`src/rtl/msg_rr_arbiter.sv`:
```
// Two-requester round-robin arbiter in front of one outbound 4-phase req/ack message channel.
// The winner's {addr,data} message is latched and forwarded; completed messages are counted.
module msg_rr_arbiter #(
  parameter int unsigned ASZ = 4,
  parameter int unsigned DSZ = 8,
  localparam int unsigned MSZ = ASZ + DSZ
) (
  input  logic           i_clk,
  input  logic           reset,
  output logic           ready,
  input  logic           rcv0_req,
  input  logic [MSZ-1:0] rcv0_data,
  output logic           rcv0_ack,
  input  logic           rcv1_req,
  input  logic [MSZ-1:0] rcv1_data,
  output logic           rcv1_ack,
  output logic           snd0_req,
  output logic [MSZ-1:0] snd0_data,
  input  logic           snd0_ack,
  output logic           busy,
  output logic [7:0]     sent_cnt
);

  typedef enum logic [1:0] {StInit, StIdle, StSend, StDrain} state_e;

  state_e         state_q, state_d;
  logic           ready_q, ready_d;
  logic           ack0_q, ack0_d;
  logic           ack1_q, ack1_d;
  logic           sreq_q, sreq_d;
  logic [MSZ-1:0] sdata_q, sdata_d;
  logic           busy_q, busy_d;
  logic [7:0]     cnt_q, cnt_d;
  logic           last_q, last_d;

  logic elig0, elig1;
  logic pick1;

  // A requester whose ack is still high has already been captured.
  assign elig0 = rcv0_req & ~ack0_q;
  assign elig1 = rcv1_req & ~ack1_q;

  always_comb begin
    state_d = state_q;
    ready_d = ready_q;
    ack0_d  = ack0_q;
    ack1_d  = ack1_q;
    sreq_d  = sreq_q;
    sdata_d = sdata_q;
    cnt_d   = cnt_q;
    last_d  = last_q;
    pick1   = 1'b0;

    if (ack0_q && !rcv0_req) ack0_d = 1'b0;
    if (ack1_q && !rcv1_req) ack1_d = 1'b0;

    unique case (state_q)
      StInit: begin
        ready_d = 1'b1;
        state_d = StIdle;
      end
      StIdle: begin
        if (elig0 || elig1) begin
          // On a tie, the requester not served last time wins.
          pick1   = elig1 && (!elig0 || !last_q);
          sdata_d = pick1 ? rcv1_data : rcv0_data;
          if (pick1) ack1_d = 1'b1;
          else       ack0_d = 1'b1;
          last_d  = pick1;
          sreq_d  = 1'b1;
          state_d = StSend;
        end
      end
      StSend: begin
        if (snd0_ack) begin
          sreq_d  = 1'b0;
          state_d = StDrain;
        end
      end
      StDrain: begin
        if (!snd0_ack) begin
          cnt_d   = cnt_q + 8'd1;
          state_d = StIdle;
        end
      end
      default: state_d = StInit;
    endcase

    busy_d = (state_d == StSend) || (state_d == StDrain);
  end

  always_ff @(posedge i_clk) begin
    if (reset) begin
      state_q <= StInit;
      ready_q <= 1'b0;
      ack0_q  <= 1'b0;
      ack1_q  <= 1'b0;
      sreq_q  <= 1'b0;
      sdata_q <= '0;
      busy_q  <= 1'b0;
      cnt_q   <= 8'd0;
      last_q  <= 1'b1;
    end else begin
      state_q <= state_d;
      ready_q <= ready_d;
      ack0_q  <= ack0_d;
      ack1_q  <= ack1_d;
      sreq_q  <= sreq_d;
      sdata_q <= sdata_d;
      busy_q  <= busy_d;
      cnt_q   <= cnt_d;
      last_q  <= last_d;
    end
  end

  assign ready     = ready_q;
  assign rcv0_ack  = ack0_q;
  assign rcv1_ack  = ack1_q;
  assign snd0_req  = sreq_q;
  assign snd0_data = sdata_q;
  assign busy      = busy_q;
  assign sent_cnt  = cnt_q;

endmodule

```
`config.mk`:
```
export PLATFORM = sky130hd
export DESIGN_NAME = msg_rr_arbiter
export DESIGN_NICKNAME = d
export VERILOG_FILES = /design/src/rtl/msg_rr_arbiter.sv
export SDC_FILE = /design/constraint.sdc
export NUM_CORES = 1
export LEC_CHECK = 0
export CELL_PAD_IN_SITES_DETAIL_PLACEMENT = 0
export CELL_PAD_IN_SITES_GLOBAL_PLACEMENT = 2
export CORE_MARGIN = 1.5
export CORE_UTILIZATION = 24
export CTS_CLUSTER_DIAMETER = 40
export DETAILED_ROUTE_END_ITERATION = 8
export GPL_TIMING_DRIVEN = 1
export PLACE_DENSITY_LB_ADDON = 0.2
export SETUP_SLACK_MARGIN = 0.05
export SKIP_CTS_REPAIR_TIMING = 1
export SYNTH_ARGS = -nofsm -noshare
export SYNTH_HDL_FRONTEND = slang
export SYNTH_SLANG_ARGS = --single-unit
export TNS_END_PERCENT = 10
```
`constraint.sdc`:
```
create_clock -name i_clk -period 1.52 [get_ports i_clk]
set_input_delay 0.38 -clock i_clk [delete_from_list [all_inputs] [get_ports i_clk]]
set_output_delay 0.38 -clock i_clk [all_outputs]
set_load 0.02 [all_outputs]
```
==> impl_metrics.yaml <==
run_status:
  status: "complete, but fails checks"
  violations: "setup timing"
routing:
  wire_per_inst_um: 12.9
  drt.antenna.violating_nets: 0
  finalWirelength_mm: 3.48
  dr.pass1.iters: 3
  vias: 1183
  viasPerCell: 4.40
  drtIter0Drc: 22
  drc: 0
placed_design:
  post-dp-hpwl_mm: 2.52
  gp_congestion: 0.715
  place_ws_ps: -431
  port_buffers: 53
sta:
  final-hold-violation-count: 0
  finalMaxSlewViolations: 0
  setup_ws_ps: -128
  setup_viol_count_final: 13
  min_period_over_period_pct: 108
  finClkSkew_ps: 3.08
  worst_slew_margin_rel_pct: 80.4
  fmax_mhz: 607
  worst_slew_pin_slew_ps: 293
  rsz0062_at_grt: "yes"
  min_period_ps: 1650
yosys:
  synth_flop_cell: "dfxtp_1"
  avgSynthCellArea_um2: 9.35
  synth.largest_area_cell: "dfxtp_1"
  ys_async_sr_fraction_pct: 0
  synth_edf_count: 0
  synth_area_leaders: "dfxtp_1 (42%), a211oi_2 (8.7%), nor2_1 (6.1%), nand2_1 (5.8%), a21oi_2 (4.8%)"
  synth_top_area_share_pct: 41.9
  synth.distinct_cells: 35
  ys_seq_area_share_pct: 41.9
  yosys_warnings: 0
  synth_cells: 138
  syn-cell-area_mm2: 0.00129
  ys_ff_latch: 27
  synth_fp_nets: 168
final_layout:
  diodes: 0
  fill_cells: 541
  layout_commonest_cell: "clkdlybuf4s50_1"
  nNetsFinal: 230
  drive_gt1_share_pct: 19.6
  area_growth_pct: 62.6
  final_util_pct: 40.8
  mostFrequentLayoutCells: "clkdlybuf4s50_1 (29), dfxtp_1 (27), dlymetal6s2s_1 (24)"
critical_path:
  crit_slowest_cell: "clkdlybuf4s50_1"
  cpPeakStageDelay_ps: 620
  critPathBufInv: 1
  worstPathRequired_ps: 1140
  critPathKind: "register to output port"
  start_kind: "register"
  crit_fanout: 3
  worstPathArrival_ps: 1270
  crit_chain: "clkdlybuf4s50_1"
  crit_path_end_kind: "output port"
  cp_top_family: "buffers and inverters"
  ff2ff_setup_slack_ps: 160
floorplanning:
  die_y_um: 76.3
  num_io_pins: 54
  die_area_mm2: 0.00582
  core_mm2: 0.00514
  die_w_um: 76.3
  rows: 26
  initial_core_util_pct: 25.1
global_route:
  grt_pass1_vias: 1181
  grt_pass1_wl_mm: 5.70
  grt_max_degree: 28
  gr-total-overflow: 0
  antenna_found_initial: 0
  gr-usage-all-layers_pct: 12.2
power:
  power.leakage_uw: 0.00117
  ir_worst_vdd_mv: 0.336
  powerDensity_mw_per_mm2: 841
clock_network:
  cts_tree: "done"
  root_buffer: "clkbuf_8"
  clockBufferDepth: 2
  numCtsBuffers: 3
  clkLatencyLatePin_ps: 270
  clk_pin_slew_ps: 100
  h-tree-depth: 1
  cts_sinks: 27
hold_path:
  min_path_type: "register to register"
job:
  maxCapViolCount: 0
## layout make-up
type / count / area (µm²) / share of cell area [%]
Timing Repair Buffer: 64 / 723 / 34.5
Multi-Input combinational cell: 103 / 697 / 33.2
Sequential cell: 27 / 541 / 25.8
Tap cell: 70 / 87.6 / 4.18
Clock buffer: 4 / 45.0 / 2.15
Inverter: 1 / 3.75 / 0.179
## worst paths after layout
path                  from             to  cells past startpoint
setup / recovery  rcv0_ack       rcv0_ack                      1
hold / removal       ready          ready                      2
hold reg to reg      ready          ready                      2
setup reg to reg  rcv0_ack  snd0_data[10]                      5
## through the flow
step           cell area (µm²)  cells  hold slack, ps  setup TNS, ps  total power (µW)
3_3_place_gp              1980    265             447          -5180              1370
2_1_floorplan             1290    138             502              0              1120
5_1_grt                   2100    269             503          -1710              1870
4_1_cts                   2020    269             483          -3850              1810
3_5_place_dp              1980    265             458          -6060              1380
6_report                  2100    269             471           -919              1760
## synthesized netlist by cell type, drive strengths merged (2+ instances only)
| cell | n |
|---|---|
| o21a | 2 |
| xor2 | 2 |
| nor2b | 2 |
| xnor2 | 3 |
| dfxtp | 27 |
| a21oi | 19 |
| nor3b | 2 |
| buf | 5 |
| nor3 | 3 |
| nand4b | 2 |
| or3 | 2 |
| clkbuf | 2 |
| o21ai | 4 |
| nand3 | 2 |
| nand2 | 20 |
| a211oi | 11 |
| nor2 | 21 |
## sequential cells by signal (all words and copies together), names as in the netlist
name       count
sent_cnt       8
last_q         1
state_q        2
rcv0_ack       1
snd0_req       1
ready          1
rcv1_ack       1
snd0_data     12
## cell families (layout without fill, tap and decap cells)
logic type	count (synthesis)	count (layout)	share of synthesized area (%)
XOR/XNOR	5	5	3.40
flip-flops	27	27	41.9
AO/OA/AOI/OAI	38	38	24.7
buffers and inverters	8	69	5.04
AND/OR/NAND/NOR	58	58	23.2
multiplexers	1	1	0.776
adder cells (fa/ha/maj)	1	1	0.970
## where the power goes
part / internal, µW / switching, µW / total, µW / leakage [µW]
clock: 188 / 229 / 417 / 0.0000228
sequential: 764 / 37.0 / 801 / 0.000221
combinational: 277 / 267 / 544 / 0.000922
total: 1230 / 533 / 1760 / 0.00117
## metal layers
metal / up-vias / wire (µm) / track usage (%)
met5: - / 0 / 0
met4: 0 / 29 / 5.37
met3: 2 / 170 / 2.75
met2: 29 / 1710 / 20.8
met1: 550 / 1570 / 14.7
li1: 602 / - / -
Power figures use the tool's default switching activity.
